--- src/rtl/serial_sub_pkg.sv ---
// Shared definitions for the bit-serial subtractor: FSM state encoding.
package serial_sub_pkg;

    typedef enum logic [1:0] {
        IDLE  = 2'd0,
        SHIFT = 2'd1,
        DONE  = 2'd2
    } state_e;

endpackage

--- src/rtl/serial_sub_sub_bit.sv ---
// One-bit full subtractor cell: d = a - b - bin, with borrow out.
module sub_bit (
    input  logic a,
    input  logic b,
    input  logic bin,
    output logic d,
    output logic bout
);

    assign d    = a ^ b ^ bin;
    assign bout = (~a & b) | (~(a ^ b) & bin);

endmodule

--- src/rtl/serial_sub.sv ---
// Bit-serial subtractor: D = (A - B - Bin) mod 2^N, one bit per cycle, LSB first.
// Optional signed-overflow output V is enabled by defining SERIAL_SUB_OVF_EN.
module serial_sub
    import serial_sub_pkg::*;
#(
    parameter int N = 4
) (
    input  logic         clk,
    input  logic         rst_n,
    input  logic         start,
    input  logic [N-1:0] A,
    input  logic [N-1:0] B,
    input  logic         Bin,
    output logic         busy,
    output logic         done,
    output logic [N-1:0] D,
`ifdef SERIAL_SUB_OVF_EN
    output logic         V,
`endif
    output logic         Bout
);

    localparam int CNT_W = $clog2(N) + 1;
    localparam logic [CNT_W-1:0] LAST_BIT = CNT_W'(N - 1);

    state_e           state_q, state_d;
    logic [CNT_W-1:0] cnt_q, cnt_d;
    logic [N-1:0]     a_q, a_d;
    logic [N-1:0]     b_q, b_d;
    logic             br_q, br_d;
    logic [N-1:0]     res_q, res_d;
    logic [N-1:0]     dout_q, dout_d;
    logic             bout_q, bout_d;
    logic             busy_q, busy_d;
    logic             done_q, done_d;
    logic             d_s, bout_s;
`ifdef SERIAL_SUB_OVF_EN
    logic             amsb_q, amsb_d;
    logic             bmsb_q, bmsb_d;
    logic             v_q, v_d;
`endif

    sub_bit u_sub_bit (
        .a    (a_q[0]),
        .b    (b_q[0]),
        .bin  (br_q),
        .d    (d_s),
        .bout (bout_s)
    );

    // Next-state, datapath and output-register logic.
    always_comb begin
        state_d = state_q;
        cnt_d   = cnt_q;
        a_d     = a_q;
        b_d     = b_q;
        br_d    = br_q;
        res_d   = res_q;
        dout_d  = dout_q;
        bout_d  = bout_q;
`ifdef SERIAL_SUB_OVF_EN
        amsb_d  = amsb_q;
        bmsb_d  = bmsb_q;
        v_d     = v_q;
`endif
        case (state_q)
            IDLE, DONE: begin
                if (start) begin
                    state_d = SHIFT;
                    cnt_d   = '0;
                    a_d     = A;
                    b_d     = B;
                    br_d    = Bin;
                    res_d   = '0;
`ifdef SERIAL_SUB_OVF_EN
                    amsb_d  = A[N-1];
                    bmsb_d  = B[N-1];
`endif
                end else begin
                    state_d = IDLE;
                end
            end
            SHIFT: begin
                a_d   = {1'b0, a_q[N-1:1]};
                b_d   = {1'b0, b_q[N-1:1]};
                br_d  = bout_s;
                res_d = {d_s, res_q[N-1:1]};
                cnt_d = cnt_q + CNT_W'(1);
                // The last bit's d lands in the MSB, so the full result is res_d.
                if (cnt_q == LAST_BIT) begin
                    state_d = DONE;
                    dout_d  = res_d;
                    bout_d  = bout_s;
`ifdef SERIAL_SUB_OVF_EN
                    v_d     = (amsb_q ^ bmsb_q) & (amsb_q ^ d_s);
`endif
                end else begin
                    state_d = SHIFT;
                end
            end
            default: begin
                state_d = IDLE;
            end
        endcase
        busy_d = (state_d == SHIFT);
        done_d = (state_d == DONE);
    end

    // State and datapath registers with synchronous active-low reset.
    always_ff @(posedge clk) begin
        if (!rst_n) begin
            state_q <= IDLE;
            cnt_q   <= '0;
            a_q     <= '0;
            b_q     <= '0;
            br_q    <= 1'b0;
            res_q   <= '0;
            dout_q  <= '0;
            bout_q  <= 1'b0;
            busy_q  <= 1'b0;
            done_q  <= 1'b0;
`ifdef SERIAL_SUB_OVF_EN
            amsb_q  <= 1'b0;
            bmsb_q  <= 1'b0;
            v_q     <= 1'b0;
`endif
        end else begin
            state_q <= state_d;
            cnt_q   <= cnt_d;
            a_q     <= a_d;
            b_q     <= b_d;
            br_q    <= br_d;
            res_q   <= res_d;
            dout_q  <= dout_d;
            bout_q  <= bout_d;
            busy_q  <= busy_d;
            done_q  <= done_d;
`ifdef SERIAL_SUB_OVF_EN
            amsb_q  <= amsb_d;
            bmsb_q  <= bmsb_d;
            v_q     <= v_d;
`endif
        end
    end

    assign busy = busy_q;
    assign done = done_q;
    assign D    = dout_q;
    assign Bout = bout_q;
`ifdef SERIAL_SUB_OVF_EN
    assign V    = v_q;
`endif

endmodule

--- config.mk ---
export PLATFORM = sky130hd
export DESIGN_NAME = serial_sub
export DESIGN_NICKNAME = d
export VERILOG_FILES = /design/src/rtl/serial_sub_pkg.sv /design/src/rtl/serial_sub_sub_bit.sv /design/src/rtl/serial_sub.sv
export SDC_FILE = /design/constraint.sdc
export NUM_CORES = 1
export LEC_CHECK = 0
export ABC_AREA = 1
export CAP_MARGIN = 20
export CELL_PAD_IN_SITES_DETAIL_PLACEMENT = 0
export CELL_PAD_IN_SITES_GLOBAL_PLACEMENT = 1
export CORE_MARGIN = 3
export CORE_UTILIZATION = 39
export DETAILED_ROUTE_END_ITERATION = 12
export PLACE_DENSITY = 0.81
export SLEW_MARGIN = 10
export SYNTH_ARGS = -nofsm -noshare
export SYNTH_HDL_FRONTEND = slang
export SYNTH_SLANG_ARGS = --single-unit
--- constraint.sdc ---
create_clock -name clk -period 3.32 [get_ports clk]
set_clock_uncertainty 0.05 [all_clocks]
set_input_delay 0.332 -clock clk [delete_from_list [all_inputs] [get_ports clk]]
set_output_delay 0.332 -clock clk [all_outputs]
set_load 0.02 [all_outputs]
==> results of run 1 <==
-- flip-flops by register name, indices dropped and copies added, names as in the netlist --
| name | cells |
|---|---|
| res_q | 3 |
| cnt_q | 3 |
| state_q | 2 |
| D | 4 |
| br_q | 1 |
| Bout | 1 |
| a_q | 4 |
| b_q | 4 |
| busy | 1 |
| done | 1 |
-- where the power goes --
group | total [mW] | internal (mW) | switching [mW]
sequential | 0.311 | 0.304 | 0.00719
clock | 0.212 | 0.122 | 0.0900
combinational | 0.0868 | 0.0355 | 0.0513
-- stage by stage --
stage,cells,util
3_5_place_dp,171,0.508
5_1_grt,175,0.530
6_report,175,0.530
3_3_place_gp,171,0.508
4_1_cts,175,0.530
2_1_floorplan,131,-
-- worst max-delay path: cells and delay by family, from the launching register on --
kind / cells / cell delay [ns]
DFF: 1 / 0.39
and+or+nand+nor: 3 / 1.07
AOI/OAI and AO/OA: 1 / 0.09
buffers and inverters: 1 / 0.06
-- routing by layer --
| layer | part of all wire | global-route usage | routed length (microns) |
|---|---|---|---|
| met1 | 0.47 | 0.182 | 959 |
| met2 | 0.46 | 0.212 | 943 |
| met3 | 0.056 | 0.0204 | 113 |
| met4 | 0.0098 | 0.0795 | 20 |
| met5 | 0 | 0 | 0 |
-- area by class of cell --
class	count	area, sq um	area share
inverters	16	60.1	0.0484
multi-input cells	85	433	0.349
well taps	28	35.0	0.0282
clock buffers	3	22.5	0.0181
clock inverters	1	30.0	0.0242
repair buffers	18	180	0.145
flip-flops and latches	24	480	0.387
-- synthesized netlist by cell type (all sizes together) --
master	count	area, sq um
nor2	10	40.0
clkinv	1	3.75
ha	2	25.0
inv	15	56.3
a21oi	11	55.1
fa	1	20.0
nand3	26	143
dfxtp	24	480
nand2	25	96.4
or2	1	6.26
nor3	6	30.0
buf	6	46.3
nand3b	1	7.51
o21ai	2	10.0
-- worst max path at each step --
stage                           from  endpoint  depth (start not counted)
after floorplan             cnt_q[0]  cnt_q[2]                          4
after global placement         rst_n      D[0]                          3
after detailed placement       rst_n  cnt_q[1]                          3
after CTS                 state_q[0]      Bout                          5
after global routing      state_q[0]      Bout                          5
final                     state_q[0]      Bout                          5
-- logic make-up (layout without fill, tap and decap cells) --
kind of cell,Yosys count,in the layout,synth area share
flops,24,24,0.471
buf+inv,22,38,0.104
compound gates,13,13,0.0638
fa+ha+maj,3,3,0.0442
simple gates,69,69,0.317
==> summary.md, run 1 <==
| Metric | Value |
|---|---|
| CTS Sinks | `24` |
| Worst R2R Path Depth | `5` |
| Core Box Area | `2340 sq um` |
| Register area share after synthesis | `0.471` |
| Startpoint Class | `flip-flop` |
| Fin worst setup slack | `between 1.5 and 2 ns` |
| Die W | `between 50 and 60 microns` |
| Largest stage delay, worst path | `roughly 0.64 ns` |
| Syn-to-layout area delta | `21.7%` |
| Status | `completed` |
| Worst EP arrival | `1.94 ns` |
| Final setup fails | `0` |
| DR iter-0 viols | `14` |
| Filler cells | `approximately 230` |
| Worst-margin pin slew | `roughly 0.85 ns` |
| Setup TNS | `0 ns` |
| Hold Path Class | `reg -> reg` |
| CTS Buf Count | `3` |
| Largest net degree at the start of global routing | `24` |
| Number of global-route vias before repair | `845` |
| Mapped Cells | `about 130` |
| Post-Layout Inst Area | `roughly 1200 sq um` |
| Most frequent cells in the layout | `25 x nand3_1, 24 x dfxtp_1, 24 x nand2_1, 18 x clkdlybuf4s50_1, 13 x inv_1` |
| Placed Instance Area | `1190 sq um` |
| # hold bufs at CTS | `0` |
| Via density | `about 5` |
| Worst hold stages | `2` |
| Most common cell after layout, fill and taps aside | `nand3_1` |
| CP required | `roughly 3.5 ns` |
| Post-DP HPWL | `1.37 mm` |
| WL per Instance | `approximately 12 microns` |
| Root buf cell | `clkbuf_4` |
| DRC Markers | `0` |
| WHS | `roughly 0.43 ns` |
| Overall power | `just over 0.6 mW` |
| Routed vias | `850` |
| Post-synth cell types | `21` |
| # rows | `17` |
| CP max FO | `20` |
| I/O pins | `19` |
| Post_cts resized | `0` |
| Global-route wire length before repair | `3.51 mm` |
| Post-CTS Setup Inserts | `0` |
| Die Y | `57.1 microns` |
| Final wirelength | `a little over 2 mm` |
| Layout cells sized above 1 | `0.0680` |
| Critical path type | `reg -> reg` |
| Place WS | `1.37 ns` |
| Synth Register Bits | `24` |
| Hold endpoint | `D[3]` |
| Max Slew Vio Count | `0` |
| Worst vdd ir | `293 uV` |
| Worst skew pair latency | `0.32 ns` |
| H-tree depth | `1` |
| Final net count | `163` |
| Worst r2r dst | `Bout` |
| Syn Area/Cell | `7.78 sq um` |
| RSZ-0062 raised after global routing | `false` |
| # Max-Cap Violations | `0` |
| CP Cell Sequence | `inv_2 -> nor2_2 -> nand2_1 -> nand3_1 -> o21ai_1` |
| Syn Std Cell Area | `1020 sq um` |
| Total power divided by cell area | `a little under 500 nW/um^2` |
| Slowest CP cell | `nor2_2` |
| Post-route ant nets | `0` |
| Die Area | `3260 sq um` |
| Total GRT Usage | `0.137` |
| Fmax | `567 MHz` |
| Drt first pass iters | `4` |
| Gpl congestion | `0.736` |
| Total grt overflow | `0` |
| Mapped Nets | `146` |
| Hold Startpoint | `D[3]` |
| Clock transition at path regs | `0.14 ns` |
| Hold Fails Final Rpt | `0` |
| FF-to-FF setup slack | `around 1.6 ns` |
| Starting density of the core | `0.436` |
| RR Startpoint | `state_q[0]` |
| Endpoint type of the worst setup path | `flip-flop` |
| Port bufs | `18` |
| Crit path time final | `1.76 ns` |
| Clock Path Buffers | `2` |
| Slew Limit Headroom | `0.431` |
| Initial antenna violation count | `0` |
| Tcrit/Tclk final | `0.531` |
| CTS tree | `done` |
| Leak Pwr | `between 0.5 and 0.6 nW` |
| N_diodes | `0` |
| Synthesis Warnings | `0` |
Note: power is estimated with default switching activity, not from simulation.
==> inputs of run 2 (changes only) <==
- CORE_UTILIZATION: 39 -> 33
- PLACE_DENSITY: 0.81 -> 0.73
- clock period: 3.32 -> 1.53 ns (I/O delays scaled with it)
==> run 2 against run 1 <==
Against the previous run:
- cell count up 5.1%
- clock power is 120% higher
- count of clock-buffer cells in the layout stayed put
- critical path type is now reg -> out
- critical endpoint is now busy
- largest cell class unchanged
==> summary.md, run 2 (synthesis results as in run 1) <==
| Metric | Value |
|---|---|
| Routed vias | `892 (+4.9%)` |
| Total GRT Usage | `0.127 (-0.00999)` |
| Core Box Area | `2850 sq um (+22%)` |
| Internal | `1.02 mW (+120%)` |
| RSZ-0062 raised after global routing | `false` |
| Global-route wire length before repair | `3.59 mm (+2.3%)` |
| Worst R2R Path Depth | `4 (-1)` |
| Sequential share of power | `0.500 (-0.010)` |
| Syn-to-layout area delta | `29.0%` |
| Fin worst setup slack | `0.0748 ns (-1.48 ns)` |
| Tcrit/Tclk final | `0.951` |
| # rows | `19 (+2)` |
| Post-Place Cells | `180 (+5.3%)` |
| Top delay family on crit path | `buffers and inverters` |
| Switching portion of total power | `0.243 (-0.000309)` |
| # Max-Cap Violations | `0 (unchanged)` |
| CP max FO | `1 (-95%)` |
| N_diodes | `0 (unchanged)` |
| WL per Instance | `11.3 microns (-3.1%)` |
| Status | `completed` |
| Hold Path Class | `in -> reg` |
| Gpl congestion | `0.702 (-4.5%)` |
| I/O pins | `19 (unchanged)` |
| # hold bufs at CTS | `0 (unchanged)` |
| Endpoint type of the worst setup path | `output pin` |
| Drt first pass iters | `4 (unchanged)` |
| Post-DP HPWL | `1.56 mm (+14%)` |
| Critical path type | `reg -> out` |
| H-tree depth | `1 (unchanged)` |
| CTS Sinks | `24 (unchanged)` |
| Worst hold stages | `3 (+1)` |
| Crit path time final | `about 1.5 ns` |
| CP required | `1.33 ns (-2.16 ns)` |
| Comb pwr share | `0.158 (+0.016)` |
| Port bufs | `18 (unchanged)` |
| Worst skew pair latency | `0.32 ns (about the same)` |
| Final setup fails | `0 (unchanged)` |
| Die Area | `3790 sq um (+16%)` |
| CTS Buf Count | `3 (unchanged)` |
| Clock Path Buffers | `2 (unchanged)` |
| Worst-margin pin slew | `0.515 ns (-0.337 ns)` |
| Most frequent cells in the layout | `25 x nand3_1, 24 x dfxtp_1, 24 x nand2_1, 13 x inv_1, 13 x clkdlybuf4s50_1` |
| Initial antenna violation count | `0 (unchanged)` |
| Hold Fails Final Rpt | `0 (unchanged)` |
| Final net count | `169 (+3.7%)` |
| Die Y | `61.6 microns (+7.8%)` |
| Most common cell after layout, fill and taps aside | `nand3_1` |
| Largest net degree at the start of global routing | `16 (-33%)` |
| FF-to-FF setup slack | `0.17 ns (-1.39 ns)` |
| Placed Instance Area | `1250 sq um (+5.2%)` |
| Post-route ant nets | `0 (unchanged)` |
| Slew Limit Headroom | `0.656 (+0.225)` |
| Crit path depth | `1 (-4)` |
| Slowest CP cell | `clkdlybuf4s50_1` |
| CTS tree | `done` |
| Post-Layout Inst Area | `1320 sq um (+5.9%)` |
| Post-Layout Cell Count | `184 (+5.1%)` |
| Clock transition at path regs | `0.14 ns (about the same)` |
| Number of global-route vias before repair | `841 (-0.47%)` |
| Worst vdd ir | `389 uV (+33%)` |
| Fmax | `687 MHz` |
| Via density | `4.85 (-0.19%)` |
| Leak Pwr | `0.637 nW (+25%)` |
| Place WS | `0.190 ns (-1.18 ns)` |
| NetSw | `0.328 mW (+120%)` |
| Total power divided by cell area | `1030 nW/um^2 (+110%)` |
| Startpoint Class | `flip-flop` |
| Starting density of the core | `0.357 (-0.0784)` |
| Total grt overflow | `0 (unchanged)` |
| DRC Markers | `0 (unchanged)` |
| Setup TNS | `0 ns (unchanged)` |
| Root buf cell | `clkbuf_4` |
| Largest stage delay, worst path | `0.59 ns (-0.05 ns)` |
| DR iter-0 viols | `28 (+14)` |
| Die W | `61.6 microns (+7.8%)` |
| Max Slew Vio Count | `0 (unchanged)` |
| Crit path buffers/inverters | `1 (unchanged)` |
| Final wirelength | `2.08 mm (+1.9%)` |
| Worst EP arrival | `1.25 ns (-0.69 ns)` |
| Clock network power share | `0.342 (-0.006)` |
| CP Cell Sequence | `clkdlybuf4s50_1` |
| Layout cells sized above 1 | `0.105 (+0.0365)` |
==> run 2: cell count changes in the layout (fill, tap and decap cells not counted) <==
cell,before,now
buf_12,0,1
clkdlybuf4s50_1,18,13
dlymetal6s2s_1,0,5
buf_4,0,5
==> run 2: layout make-up <==
type / count / area [sq um]
Clock buffer: 3 / 22.5
Clock inverter: 1 / 30.0
Fill cell: 293 / 1540
Inverter: 16 / 60.1
Multi-Input combinational cell: 85 / 433
Sequential cell: 24 / 480
Tap cell: 31 / 38.8
Timing Repair Buffer: 24 / 250
==> run 2: per-stage QoR <==
step	hold slack, ns	utilization	power, mW
5_1_grt	0.329	0.461	1.42
4_1_cts	0.320	0.457	1.37
3_3_place_gp	0.393	0.438	0.901
3_5_place_dp	0.399	0.438	0.905
6_report	0.324	0.461	1.35
2_1_floorplan	0.241	-	0.827
==> run 2: worst register-to-register path: stages, from the launching register on <==
cell     delay, ns
dfxtp_1       0.34
inv_1         0.06
nand2_1       0.31
or2_2         0.41
a21oi_1       0.12
==> run 2: timing repair <==
item,CTS,global route
gates resized for setup,0,5
buffers inserted,0,0
endpoints found under the setup margin,0,5
==> run 2: routing by layer <==
| layer | vias up | global-route usage | wire (microns) |
|---|---|---|---|
| li1 | 466 | - | - |
| met1 | 404 | 0.173 | 988 |
| met2 | 17 | 0.196 | 971 |
| met3 | 5 | 0.0252 | 74 |
| met4 | 0 | 0.0545 | 40 |
| met5 | - | 0 | 0 |
==> run 2: power by group through the flow <==
stage	Clock, mW	Sequential (mW)	Combinational (mW)
after global placement	0	0.688	0.212
after detailed placement	0	0.690	0.215
after floorplan	0	0.689	0.138
after CTS	0.475	0.676	0.217
final	0.462	0.675	0.214
after global routing	0.502	0.680	0.240
==> run 2: path summary, 6_finish.rpt <==
check                                end       start
worst max register to register  cnt_q[2]  state_q[1]
worst min register to register      D[0]        D[0]
worst max-delay path                busy        busy
worst min-delay path              a_q[3]        A[3]
==> inputs of run 3 (changes only) <==
- PLACE_DENSITY: 0.73 -> 0.77
- clock period: 1.53 -> 1.2 ns (I/O delays scaled with it)
==> run 3 against run 2 <==
Against the previous run:
- the run now ends with setup timing left
- count of clock-buffer cells in the layout unchanged
- global-route usage down 0.81 points
- wire length down 3.0%
- register-to-register slack worse by 0.20 ns
- hold slack worse by 0.016 ns
- sequential cell count unchanged
- highest routed layer unchanged
==> summary.md, run 3 (synthesis results as in run 1) <==
| Metric | Value |
|---|---|
| Worst hold stages | `3 (unchanged)` |
| Core Box Area | `2850 sq um (unchanged)` |
| Placed Instance Area | `1340 sq um (+6.8%)` |
| Clock Path Buffers | `2 (unchanged)` |
| Tcrit/Tclk final | `1.03` |
| Starting density of the core | `0.357 (unchanged)` |
| Most common cell after layout, fill and taps aside | `nand3_1` |
| CP required | `1.40 ns (+0.07 ns)` |
| Clock transition at path regs | `0.13 ns (about the same)` |
| Hold Path Class | `in -> reg` |
| Startpoint Class | `flip-flop` |
| Worst skew pair latency | `0.31 ns (about the same)` |
| Final setup fails | `1 (+1)` |
| WL per Instance | `10.4 microns (-7.5%)` |
| Leak Pwr | `0.606 nW (-4.8%)` |
| FF-to-FF setup slack | `-0.03 ns (-0.20 ns)` |
| Hold Fails Final Rpt | `0 (unchanged)` |
| Die W | `61.6 microns (unchanged)` |
| Post-route ant nets | `0 (unchanged)` |
| RSZ-0062 raised after global routing | `true` |
| Total power divided by cell area | `1230 nW/um^2 (+20%)` |
| Post-Layout Inst Area | `1430 sq um (+9.0%)` |
| Setup TNS | `-0.0317 ns (-0.0317 ns)` |
| I/O pins | `19 (unchanged)` |
| # Max-Cap Violations | `0 (unchanged)` |
| Status | `finished with violations` |
| Number of global-route vias before repair | `780 (-7.3%)` |
| Final net count | `178 (+5.3%)` |
| # rows | `19 (unchanged)` |
| DRC Markers | `0 (unchanged)` |
| Fmax | `just over 800 MHz` |
| Drt first pass iters | `4 (unchanged)` |
| Critical path type | `reg -> reg` |
| Post-CTS Setup Inserts | `0 (unchanged)` |
| H-tree depth | `1 (unchanged)` |
| Fin worst setup slack | `-0.0317 ns (-0.107 ns)` |
| Util after Layout | `0.503 (+0.0417)` |
| CTS Buf Count | `3 (unchanged)` |
| Hold Startpoint | `A[3]` |
| Post-Place Cells | `189 (+5.0%)` |
| Port bufs | `18 (unchanged)` |
| Root buf cell | `clkbuf_4` |
| Hold endpoint | `a_q[3]` |
| Worst EP arrival | `1.43 ns (+0.18 ns)` |
| N_diodes | `0 (unchanged)` |
| Failing checks | `setup timing` |
| Worst-margin pin slew | `0.252 ns (-0.263 ns)` |
| Worst vdd ir | `500 uV (+29%)` |
| CP Launch Point | `br_q` |
| CP max FO | `2 (+1)` |
| Routed vias | `900 (+0.90%)` |
| Layout cells sized above 1 | `0.222 (+0.118)` |
| Initial antenna violation count | `0 (unchanged)` |
| Die Area | `3790 sq um (unchanged)` |
| Max Slew Vio Count | `0 (unchanged)` |
| Gpl congestion | `0.729 (+3.8%)` |
| Via density | `4.66 (-3.8%)` |
| # hold bufs at CTS | `0 (unchanged)` |
| RR Startpoint | `br_q` |
| Die Y | `61.6 microns (unchanged)` |
| Crit path time final | `between 1 and 1.5 ns` |
| Largest net degree at the start of global routing | `15 (-1)` |
| Final wirelength | `2.01 mm (-3.0%)` |
| Syn-to-layout area delta | `40.6%` |
| Total grt overflow | `0 (unchanged)` |
| Worst R2R Path Depth | `4 (unchanged)` |
| Post-Layout Cell Count | `193 (+4.9%)` |
| DR iter-0 viols | `27 (-3.6%)` |
| Global-route wire length before repair | `3.41 mm (-5.2%)` |
| Slew Limit Headroom | `0.831 (+0.175)` |
| Endpoint type of the worst setup path | `flip-flop` |
| CTS Sinks | `24 (unchanged)` |
| CTS tree | `done` |
| Most frequent cells in the layout | `25 x nand3_1, 22 x nand2_1, 20 x dfxtp_1, 12 x inv_1, 12 x buf_4` |
| Worst r2r dst | `res_q[3]` |
| Total GRT Usage | `0.119 (-0.00808)` |
| Post-DP HPWL | `1.56 mm (+0.41%)` |
-- run 3: cell types whose count changed in the layout (fill, tap and decap cells not counted), sizes merged --
cell and change:
clkdlybuf4s15 +6, buf +9, dlygate4sd2 +1, dlymetal6s2s -5, clkdlybuf4s50 -2
-- run 3: critical path: stages (launching register included) --
cell	delay [ns]
dfxtp_2	0.35
inv_2	0.04
fa_2	0.59
nand2_2	0.06
a21oi_2	0.10
-- run 3: worst max-delay path by stage --
stage                     endpoint  slack (ns)  depth (start not counted)
after floorplan           cnt_q[2]        0.01                          4
after global placement      a_q[0]       -0.07                          5
after detailed placement    b_q[1]       -0.09                          5
after CTS                 res_q[3]       -0.04                          4
after global routing      res_q[3]       -0.08                          4
final                     res_q[3]       -0.03                          4
-- run 3: timing repair --
| item | CTS | global route |
|---|---|---|
| pin swaps | 6 | 3 |
| gates resized for setup | 15 | 12 |
| endpoints found under the setup margin | 15 | 18 |
-- run 3: layout make-up --
class                           instances  area (sq um)
Timing Repair Buffer                   33           320
Clock inverter                          1          30.0
Fill cell                             281          1420
Inverter                               16          60.1
Clock buffer                            3          22.5
Tap cell                               31          38.8
Sequential cell                        24           485
Multi-Input combinational cell         85           477
-- run 3: power by group --
group | switching (mW) | internal (mW)
registers | 0.0221 | 0.843
clock network | 0.239 | 0.337
logic | 0.159 | 0.167
-- run 3: per-stage QoR --
stage	hold WS (ns)	setup WS, ns	power (mW)
after floorplan	0.208	0.0129	1.05
after detailed placement	0.410	-0.0945	1.19
after global placement	0.401	-0.0718	1.19
final	0.308	-0.0317	1.77
after global routing	0.311	-0.0789	1.87
after CTS	0.295	-0.0369	1.79
-- run 3: layer usage --
metal  GRT usage  up-vias  share of wire
met4      0.0364        0         0.0070
met1       0.169      403           0.50
met3      0.0252        2          0.029
li1            -      484              -
met5           0        -              0
met2       0.181       11           0.46
